--- src/rtl/mcp320x_pkg.sv ---
// mcp320x_pkg
//   Shared types and elaboration helpers for the multi-channel MCP320x reader.
//   - state_t          : frame engine FSM states
//   - DW_MIN / DW_MAX  : supported ADC resolutions (MCP3001 .. MCP3201)
//   - calc_half        : system clocks per SCLK phase, never below 1
//   - calc_nclk        : SCLK periods per conversion frame
//   - calc_frame_clks  : system clocks between conversion starts
package mcp320x_pkg;

  typedef enum logic [1:0] {
    IDLE  = 2'd0,
    LEAD  = 2'd1,
    SHIFT = 2'd2,
    TAIL  = 2'd3
  } state_t;

  localparam int DW_MIN = 10;
  localparam int DW_MAX = 12;

  function automatic int calc_half(input int clock_freq, input int sclk_freq);
    int h;
    h = clock_freq / (2 * sclk_freq);
    return (h < 1) ? 1 : h;
  endfunction

  // Two sample-window clocks, one null bit, then the data bits.
  function automatic int calc_nclk(input int data_width);
    return data_width + 3;
  endfunction

  function automatic int calc_frame_clks(input int clock_freq, input int sample_rate);
    return clock_freq / sample_rate;
  endfunction

endpackage

--- src/rtl/mcp320x_frame_engine.sv ---
// mcp320x_frame_engine
//   Free-running frame counter plus the SPI framing FSM shared by all ADCs.
//   Ports:
//     clock, reset  : system clock, synchronous active-high reset
//     enable_i      : start a new frame on the next frame tick
//     spi_clk_o     : shared SCLK, idle low (registered)
//     spi_ssn_o     : shared chip select, active low (registered)
//     shift_en      : high for the one cycle in which SCLK has just risen on a
//                     data-bit edge; MISO is captured at the end of that cycle
//     frame_done    : one-cycle strobe in the last cycle of the tCSH tail
module mcp320x_frame_engine
  import mcp320x_pkg::*;
#(
  parameter int HALF       = 4,
  parameter int NCLK       = 15,
  parameter int FRAME_CLKS = 160
) (
  input  logic clock,
  input  logic reset,
  input  logic enable_i,
  output logic spi_clk_o,
  output logic spi_ssn_o,
  output logic shift_en,
  output logic frame_done
);

  localparam int FC_W = (FRAME_CLKS > 1) ? $clog2(FRAME_CLKS) : 1;
  localparam int PH_W = $clog2(HALF + 1);
  localparam int BC_W = $clog2(NCLK + 1);

  logic [FC_W-1:0] frame_cnt;
  logic            tick;
  state_t          state;
  logic [PH_W-1:0] ph;
  logic [BC_W-1:0] bit_cnt;
  logic            ph_last;

  assign tick    = (frame_cnt == FC_W'(FRAME_CLKS - 1));
  assign ph_last = (ph == PH_W'(HALF - 1));

  // Edges 1..3 are the sample window and null bit; only later edges carry data.
  assign shift_en   = (state == SHIFT) && spi_clk_o && (ph == '0) && (bit_cnt >= BC_W'(4));
  assign frame_done = (state == TAIL) && ph_last;

  // Frame tick keeps running while disabled so restarts stay on the sample grid.
  always_ff @(posedge clock) begin
    if (reset) begin
      frame_cnt <= '0;
    end else if (tick) begin
      frame_cnt <= '0;
    end else begin
      frame_cnt <= frame_cnt + FC_W'(1);
    end
  end

  always_ff @(posedge clock) begin
    if (reset) begin
      state     <= IDLE;
      ph        <= '0;
      bit_cnt   <= '0;
      spi_clk_o <= 1'b0;
      spi_ssn_o <= 1'b1;
    end else begin
      case (state)
        IDLE: begin
          ph <= '0;
          if (tick && enable_i) begin
            state     <= LEAD;
            spi_ssn_o <= 1'b0;
          end
        end
        LEAD: begin
          if (ph_last) begin
            state     <= SHIFT;
            spi_clk_o <= 1'b1;
            bit_cnt   <= BC_W'(1);
            ph        <= '0;
          end else begin
            ph <= ph + PH_W'(1);
          end
        end
        SHIFT: begin
          if (ph_last) begin
            ph <= '0;
            if (spi_clk_o) begin
              spi_clk_o <= 1'b0;
            end else if (bit_cnt == BC_W'(NCLK)) begin
              state     <= TAIL;
              spi_ssn_o <= 1'b1;
            end else begin
              spi_clk_o <= 1'b1;
              bit_cnt   <= bit_cnt + BC_W'(1);
            end
          end else begin
            ph <= ph + PH_W'(1);
          end
        end
        TAIL: begin
          if (ph_last) begin
            state <= IDLE;
            ph    <= '0;
          end else begin
            ph <= ph + PH_W'(1);
          end
        end
        default: state <= IDLE;
      endcase
    end
  end

endmodule

--- src/rtl/mcp320x_multi_adc.sv ---
// mcp320x_multi_adc
//   Reads CHANNELS MCP3001/3101/3201 ADCs over one shared SCLK/SSn pair,
//   optionally sums 2^AVG_LOG2 conversions, and presents the result on a
//   valid/ready port with overrun reporting.
//   Ports:
//     clock, reset   : system clock, synchronous active-high reset
//     enable_i       : run conversions; dropping it stops after the current frame
//     spi_clk_o      : shared SCLK, mode (0,0)
//     spi_ssn_o      : shared chip select, active low
//     spi_miso_i[k]  : MISO of ADC k
//     data_o         : channel k at [k*OUT_W +: OUT_W], unsigned sum
//     valid_o        : data_o holds an unaccepted result
//     ready_i        : downstream accepts when valid_o && ready_i
//     overrun_o      : one-cycle pulse when a pending result is overwritten
module mcp320x_multi_adc
  import mcp320x_pkg::*;
#(
  parameter int CHANNELS    = 2,
  parameter int CLOCK_FREQ  = 25000000,
  parameter int SCLK_FREQ   = 1000000,
  parameter int SAMPLE_RATE = 50000,
  parameter int DATA_WIDTH  = 12,
  parameter int AVG_LOG2    = 0
) (
  input  logic                                         clock,
  input  logic                                         reset,
  input  logic                                         enable_i,
  output logic                                         spi_clk_o,
  output logic                                         spi_ssn_o,
  input  logic [CHANNELS-1:0]                          spi_miso_i,
  output logic [CHANNELS*(DATA_WIDTH+AVG_LOG2)-1:0]    data_o,
  output logic                                         valid_o,
  input  logic                                         ready_i,
  output logic                                         overrun_o
);

  localparam int HALF       = calc_half(CLOCK_FREQ, SCLK_FREQ);
  localparam int NCLK       = calc_nclk(DATA_WIDTH);
  localparam int FRAME_CLKS = calc_frame_clks(CLOCK_FREQ, SAMPLE_RATE);
  localparam int OUT_W      = DATA_WIDTH + AVG_LOG2;
  localparam int CNT_W      = AVG_LOG2 + 1;
  localparam logic [CNT_W-1:0] CNT_LAST = CNT_W'((1 << AVG_LOG2) - 1);

  if (FRAME_CLKS < 2 * HALF * NCLK + 2 * HALF + 1) begin : g_bad_frame
    $error("mcp320x_multi_adc: frame period too short for SPI transfer");
  end
  if (CHANNELS < 1) begin : g_bad_channels
    $error("mcp320x_multi_adc: CHANNELS must be at least 1");
  end
  if (DATA_WIDTH < DW_MIN || DATA_WIDTH > DW_MAX) begin : g_bad_width
    $error("mcp320x_multi_adc: DATA_WIDTH must be 10..12");
  end

  logic shift_en;
  logic frame_done;

  mcp320x_frame_engine #(
    .HALF       (HALF),
    .NCLK       (NCLK),
    .FRAME_CLKS (FRAME_CLKS)
  ) u_engine (
    .clock      (clock),
    .reset      (reset),
    .enable_i   (enable_i),
    .spi_clk_o  (spi_clk_o),
    .spi_ssn_o  (spi_ssn_o),
    .shift_en   (shift_en),
    .frame_done (frame_done)
  );

  logic [CHANNELS-1:0][DATA_WIDTH-1:0] shift_p0;
  logic [CHANNELS-1:0][OUT_W-1:0]      acc_p1;
  logic [CNT_W-1:0]                    count_p1;
  logic                                vld_p1;
  logic                                clr_p1;

  // Stage p0: MSB-first deserialisation of every MISO line in parallel.
  // Exactly DATA_WIDTH shifts happen per frame, so no per-frame clear is needed.
  always_ff @(posedge clock) begin
    if (reset) begin
      shift_p0 <= '0;
    end else if (shift_en) begin
      for (int k = 0; k < CHANNELS; k++) begin
        shift_p0[k] <= {shift_p0[k][DATA_WIDTH-2:0], spi_miso_i[k]};
      end
    end
  end

  // Stage p1: accumulate finished words; clear one cycle later, after the
  // output stage has copied the sum, or when conversions are being stopped.
  always_ff @(posedge clock) begin
    if (reset) begin
      acc_p1   <= '0;
      count_p1 <= '0;
      vld_p1   <= 1'b0;
      clr_p1   <= 1'b0;
    end else begin
      vld_p1 <= 1'b0;
      clr_p1 <= 1'b0;
      if (frame_done) begin
        for (int k = 0; k < CHANNELS; k++) begin
          acc_p1[k] <= acc_p1[k] + OUT_W'(shift_p0[k]);
        end
        count_p1 <= (count_p1 == CNT_LAST || !enable_i) ? '0 : count_p1 + CNT_W'(1);
        vld_p1   <= (count_p1 == CNT_LAST);
        clr_p1   <= (count_p1 == CNT_LAST) || !enable_i;
      end else if (clr_p1) begin
        acc_p1 <= '0;
      end
    end
  end

  // Stage p2: output register with valid/ready handshake. A new result always
  // wins; it only counts as an overrun if the old one was not taken this cycle.
  always_ff @(posedge clock) begin
    if (reset) begin
      data_o    <= '0;
      valid_o   <= 1'b0;
      overrun_o <= 1'b0;
    end else begin
      overrun_o <= vld_p1 && valid_o && !ready_i;
      if (vld_p1) begin
        data_o  <= acc_p1;
        valid_o <= 1'b1;
      end else if (ready_i) begin
        valid_o <= 1'b0;
      end
    end
  end

endmodule

--- config.mk ---
export PLATFORM = sky130hd
export DESIGN_NAME = mcp320x_multi_adc
export DESIGN_NICKNAME = d
export VERILOG_FILES = /design/src/rtl/mcp320x_pkg.sv /design/src/rtl/mcp320x_frame_engine.sv /design/src/rtl/mcp320x_multi_adc.sv
export SDC_FILE = /design/constraint.sdc
export NUM_CORES = 1
export LEC_CHECK = 0
export ABC_AREA = 1
export CORE_UTILIZATION = 59
export DETAILED_ROUTE_END_ITERATION = 10
export GPL_ROUTABILITY_DRIVEN = 0
export GPL_TIMING_DRIVEN = 0
export PLACE_DENSITY_LB_ADDON = 0.15
export SLEW_MARGIN = 20
export SYNTH_ARGS = -nofsm -noshare
export SYNTH_HDL_FRONTEND = slang
export SYNTH_HIERARCHICAL = 1
export SYNTH_SLANG_ARGS = --single-unit
--- constraint.sdc ---
create_clock -name clock -period 2.5 [get_ports clock]
set_input_delay 0.5 -clock clock [delete_from_list [all_inputs] [get_ports clock]]
set_output_delay 0.5 -clock clock [all_outputs]
set_load 0.005 [all_outputs]
======== After elaboration in Yosys (flattened, before gate mapping) ========
Cells that the tools add are included.
cells by class
  mux-type cells .......................... 29
  reduce and logical (&&, ||, !) cells .... 23
  equal/unequal tests ..................... 13
  magnitude comparators ................... 1
  bitwise gates (word level) .............. 2
  $add $sub $neg .......................... 6
operators by type and width
  kind                   number
  $mux W24               2
  $add A12 B12 Y12       2
  $mux W4                5
  $pmux W4 S2            2
  $mux W2                6
  $mux W1                11
  $reduce_and A5 Y1      2
  $add A9 B1 Y9 const B  1
  $eq A9 B9 Y1 const B   1
  $add A4 B1 Y4 const B  2
  $eq A4 B4 Y1 const B   2
  $ne A2 B1 Y1 const B   4
  $pmux W2 S4            1
  $reduce_bool A2 Y1     4
  $logic_and A1 B1 Y1    7
  $ne A2 B2 Y1 const B   3
  $reduce_and A6 Y1      1
  $eq A2 B2 Y1 const B   2
  $ge A4 B3 Y1 const B   1
  $logic_not A4 Y1       1
  $pmux W1 S2            2
  $reduce_or A2 Y1       2
  $reduce_and A3 Y1      1
  $reduce_or A3 Y1       1
  6 further kinds        8
word-level totals
  input bits .............................. 6
  bits in registers ....................... 98
  output and inout port bits .............. 28
  logic and storage cells ................. 90

======== Longest topological paths before layout ========
  depth in word-level cells ............... 5
  gate-level depth with buffers ........... 11

======== By module ========
Netlist, hierarchy kept.
modules (own cells, without submodules)
  module                cells each  times used  sequential area each (um^2)  area each (um^2)
  mcp320x_multi_adc     556         1           1541.5                       3849.9
  mcp320x_frame_engine  153         1           420.4                        1179.9

======== Least setup slack after synthesis ========
No wires, ideal clock.
  kind .................................... register to register
  start ................................... register u_engine.state[0]
  end ..................................... register shift_p0[0] (netlist bit)
  clock period less this slack ............ 1.859 ns
  arrival time ............................ 1.743 ns
  path buffers ............................ 2
  setup time .............................. 0.116 ns
  stages on the path, launching flop included .. 12
  slack ................................... 0.641 ns
  cells stage by stage .................... dfxtp_1 > inv_1 > ha_1 > buf_6 > nand2_2 > inv_1 > nand4_1 > a21oi_1 > inv_1 > clkbuf_1 > nor2_1 > nor2_1
between the ends
  longest elaborated chain between the ends .. 4
RTL lines
  element                            line                        source
  from (decl)                        mcp320x_frame_engine.sv:33  state_t state;
  from (signal assigned)             mcp320x_frame_engine.sv:58  state <= IDLE;
  from (signal assigned)             mcp320x_frame_engine.sv:68  state <= LEAD;
  from (signal assigned)             mcp320x_frame_engine.sv:74  state <= SHIFT;
  $eq A2 B2 Y1                       mcp320x_frame_engine.sv:42  assign shift_en = (state == SHIFT) && spi_clk_o && (ph == '0) && (bit_cnt >= BC_W'(4));
  $logic_and A1 B1 Y1 (3 in series)  mcp320x_frame_engine.sv:42
  via shift_en                       mcp320x_multi_adc.sv:54     logic shift_en;
  to (signal, indexed assignment)    mcp320x_multi_adc.sv:84     shift_p0[k] <= {shift_p0[k][DATA_WIDTH-2:0], spi_miso_i[k]};
  to (decl)                          mcp320x_multi_adc.sv:71     logic [CHANNELS-1:0][DATA_WIDTH-1:0] shift_p0;
The timed path passes the listed nets, and every way through them passes these cells.
A chain may end at the register's enable or synchronous reset.

======== Final worst setup path ========
  start ................................... register u_engine.state[0]
  end ..................................... register shift_p0[21] (netlist bit)
The elaborated chain is that of the path after synthesis.

==> key figures <==
Status
  – Outcome: complete, no violations

Global routing
  – GRT Total Usage: 27.8%
  – Global-route wire length before repair: 19.3 mm
  – Number of global-route vias before repair: 4,306
  – Grt ovf: 0
  – Largest net degree at the start of global routing: 17
  – Initial antenna violation count: 0

STA
  – Finish-stage setup viols: 0
  – TNS Setup: 0 ns
  – RSZ-0062 raised after global routing: no
  – Clock period minus worst slack: 2.28 ns
  – Max_slew headroom: 62.0%
  – Worst Skew: 0.0142 ns
  – Slew Viols, Final: 0
  – Final hold vios: 0
  – Final period util: 91.2%
  – Maximum clock rate: 438 MHz
  – Final setup margin: 0.219 ns
  – Worst-margin pin slew: 0.569 ns

Power and ir drop
  – VDD IR-drop max: 0.000471 V
  – Pwr per Cell Area: 513 nW/um2
  – Leak pwr: 2.69 nW

Clocking
  – # clock sinks: 98
  – TritonCTS buffer count: 9
  – Clock-pin slew on the worst setup and hold paths: 0.10 ns
  – TritonCTS clock tree: built
  – Root buffer cell: clkbuf_8
  – Clk_lat worst skew: 0.36 ns
  – Post-CTS Setup Bufs: 0
  – Hold Buf Count CTS: 0
  – H-Tree Depth: 3
  – Max clock buf depth: 2

Setup path
  – R2R setup slack: 0.22 ns
  – Top delay family on crit path: buffers and inverters
  – Slowest cell on the critical path: a21oi_2
  – Slowest Stage Delay on Critical Path: 0.35 ns
  – CP Launch Type: register
  – Crit path buf inv count: 5
  – Max FO, Critical Path: 10
  – CP Depth: 11
  – Kind of critical path: register to register
  – Crit-path cells: inv_1, ha_1, buf_6, nand2_2, inv_1, nand4_1, a21oi_2, inv_1, clkbuf_1, nor2_1, nor2_1
  – R2r endpoint: shift_p0[21]
  – Critical Path Most Common Cell: inv_1
  – Worst Path Arrival: 2.53 ns
  – Critical path endpoint: shift_p0[21]
  – WP data required: 2.75 ns
  – Worst setup path start: u_engine/state[0]
  – Reg2reg path depth: 11
  – Crit end category: register
  – Reg2reg start: u_engine/state[0]

Final layout
  – Area grow syn2layout: 13.3%
  – FILL cells: 721
  – Share of cells above drive strength 1: 7.78%
  – Antenna Cells: 0
  – Nets@finish: 792

Floorplanning
  – Starting density of the core: 61.2%
  – Die height: 94.3 um
  – Die Footprint: 8900 um2
  – IO Pins: 34
  – Die X: 94.3 um
  – Row cnt: 33
  – Floorplan Core Area: 8220 um2

Logic synthesis
  – Cells after synthesis: 709
  – Seq/Total Area, Yosys: 39.0%
  – Yosys reg bits: 98
  – YS warnings: 6
  – Syn nets: 748
  – Synth Cell Area: 5030 um2
  – Mean Syn Cell Area: 7.09 um2
  – Distinct cells, synth: 38

Placement
  – Detailed placer's ending HPWL: 8.77 mm
  – Port buffer count: 33
  – Worst slack at placement: 0.0373 ns

Detailed routing
  – WL per Instance: 13.4 um
  – Vias post-DR: 4,682
  – Routed Antenna Nets: 0
  – Initial drt markers: 254
  – Post-Route WL: 11.6 mm
  – DR vias/cell: 5.43
  – Drt drc: 0
  – 1st-pass router iterations: 5

Flow run
  – Maxcap violations: 0

Min path
  – Worst min path class: register to register
## power breakdown
part           internal [mW]  switching [mW]  total, mW
Clock                  0.493           0.567       1.06
Combinational          0.104           0.159      0.264
Sequential              1.58          0.0188       1.60
Total                   2.18           0.745       2.93
## cell type report
| cell class | count | area [um2] | share of cell area [%] |
|---|---|---|---|
| Multi-Input combinational cell | 513 | 2680 | 47.1 |
| Sequential cell | 98 | 1960 | 34.4 |
| Timing Repair Buffer | 33 | 330 | 5.80 |
| Inverter | 76 | 285 | 5.01 |
| Clock buffer | 10 | 138 | 2.42 |
| Tap cell | 105 | 131 | 2.31 |
| Buffer | 22 | 105 | 1.84 |
| Clock inverter | 6 | 65.1 | 1.14 |
## cell usage in the layout (no fill, tap or decap), types with 2 or more instances in the layout
cell	n
a21boi_0	3
a21oi_1	45
a21oi_2	2
a22oi_1	3
buf_2	6
buf_6	2
clkbuf_1	13
clkbuf_8	10
clkdlybuf4s50_1	33
clkinv_2	2
dfxtp_1	98
fa_1	2
ha_1	31
inv_1	70
inv_2	6
nand2_1	144
nand2_2	5
nand3_1	41
nand3_2	5
nand3b_1	4
nand4_1	15
nor2_1	129
nor2_4	3
nor3_1	2
nor3_2	2
o21ai_0	53
o21ai_1	3
or2_0	2
or2_2	6
xnor2_1	3
## state kept, by name (all words and copies together), names as in the netlist, 2 cells and up
signal / count
acc_p1: 24
data_o: 24
shift_p0: 24
u_engine/frame_cnt: 9
u_engine/bit_cnt: 4
u_engine/ph: 4
u_engine/state: 2
## stage by stage
step	hold slack (ns)	area, um2	util [%]	power [mW]	cells
4_1_cts	0.445	5690	69.3	2.94	863
2_1_floorplan	0.414	5030	-	1.84	709
3_5_place_dp	0.427	5490	66.8	1.90	847
3_3_place_gp	0.421	5490	66.8	1.89	847
5_1_grt	0.456	5700	69.3	3.04	863
6_report	0.447	5700	69.3	2.93	863
## repair_timing
action,CTS,global route
resized for setup,0,1
endpoints found under the setup margin,0,20
endpoints found under the hold margin,0,0
## cell families (layout without fill, tap and decap cells)
| group | count (synthesis) | in the layout | synth area share [%] |
|---|---|---|---|
| AO/OA/AOI/OAI | 114 | 114 | 12.2 |
| adder cells (fa/ha/maj) | 33 | 33 | 8.51 |
| XOR/XNOR | 3 | 3 | 0.522 |
| flip-flops | 98 | 98 | 39.0 |
| AND/OR/NAND/NOR | 363 | 363 | 32.0 |
| buffers and inverters | 98 | 147 | 7.76 |
## cell usage after synthesis
master	number	area, um2
inv_1	70	263
nor2_2	1	6.26
o21a_1	1	7.51
nand2_4	1	11.3
nand3_2	5	50.1
inv_2	6	22.5
nor2_8	1	20.0
xnor2_1	3	26.3
a22oi_1	3	22.5
nand3_4	1	17.5
nor3_1	2	10.0
ha_1	31	388
o21ai_0	53	265
o21bai_2	1	11.3
fa_1	2	40.0
o21ai_4	1	16.3
nor2_1	129	484
nand2_2	5	31.3
dfxtp_1	98	1960
o21ai_1	3	15.0
or2_0	2	12.5
buf_1	1	3.75
buf_6	2	22.5
nand3_1	41	205
o211ai_1	1	7.51
nor3_2	2	20.0
nor2_4	3	33.8
nor4_1	1	6.26
a21boi_0	3	22.5
nand3b_1	4	30.0
nand4_1	15	93.8
clkbuf_1	13	48.8
a21oi_2	1	8.76
o22ai_1	1	6.26
or2_2	6	37.5
buf_2	6	30.0
nand2_1	144	541
a21oi_1	46	230
## layer usage
layer	GRT usage, %	wire, um
met5	0	0
met3	3.30	574
met2	46.8	5360
met4	9.74	134
met1	36.7	5520
## worst min-delay path by stage
stage | start | endpoint | slack [ns] | cells after the start
floorplan | count_p1 | vld_p1 | 0.41 | 1
global placement | count_p1 | vld_p1 | 0.42 | 1
detailed placement | count_p1 | vld_p1 | 0.43 | 1
CTS | count_p1 | vld_p1 | 0.44 | 1
global route | count_p1 | vld_p1 | 0.46 | 1
finish | count_p1 | vld_p1 | 0.45 | 1
Note: power is estimated with default switching activity, not from simulation.
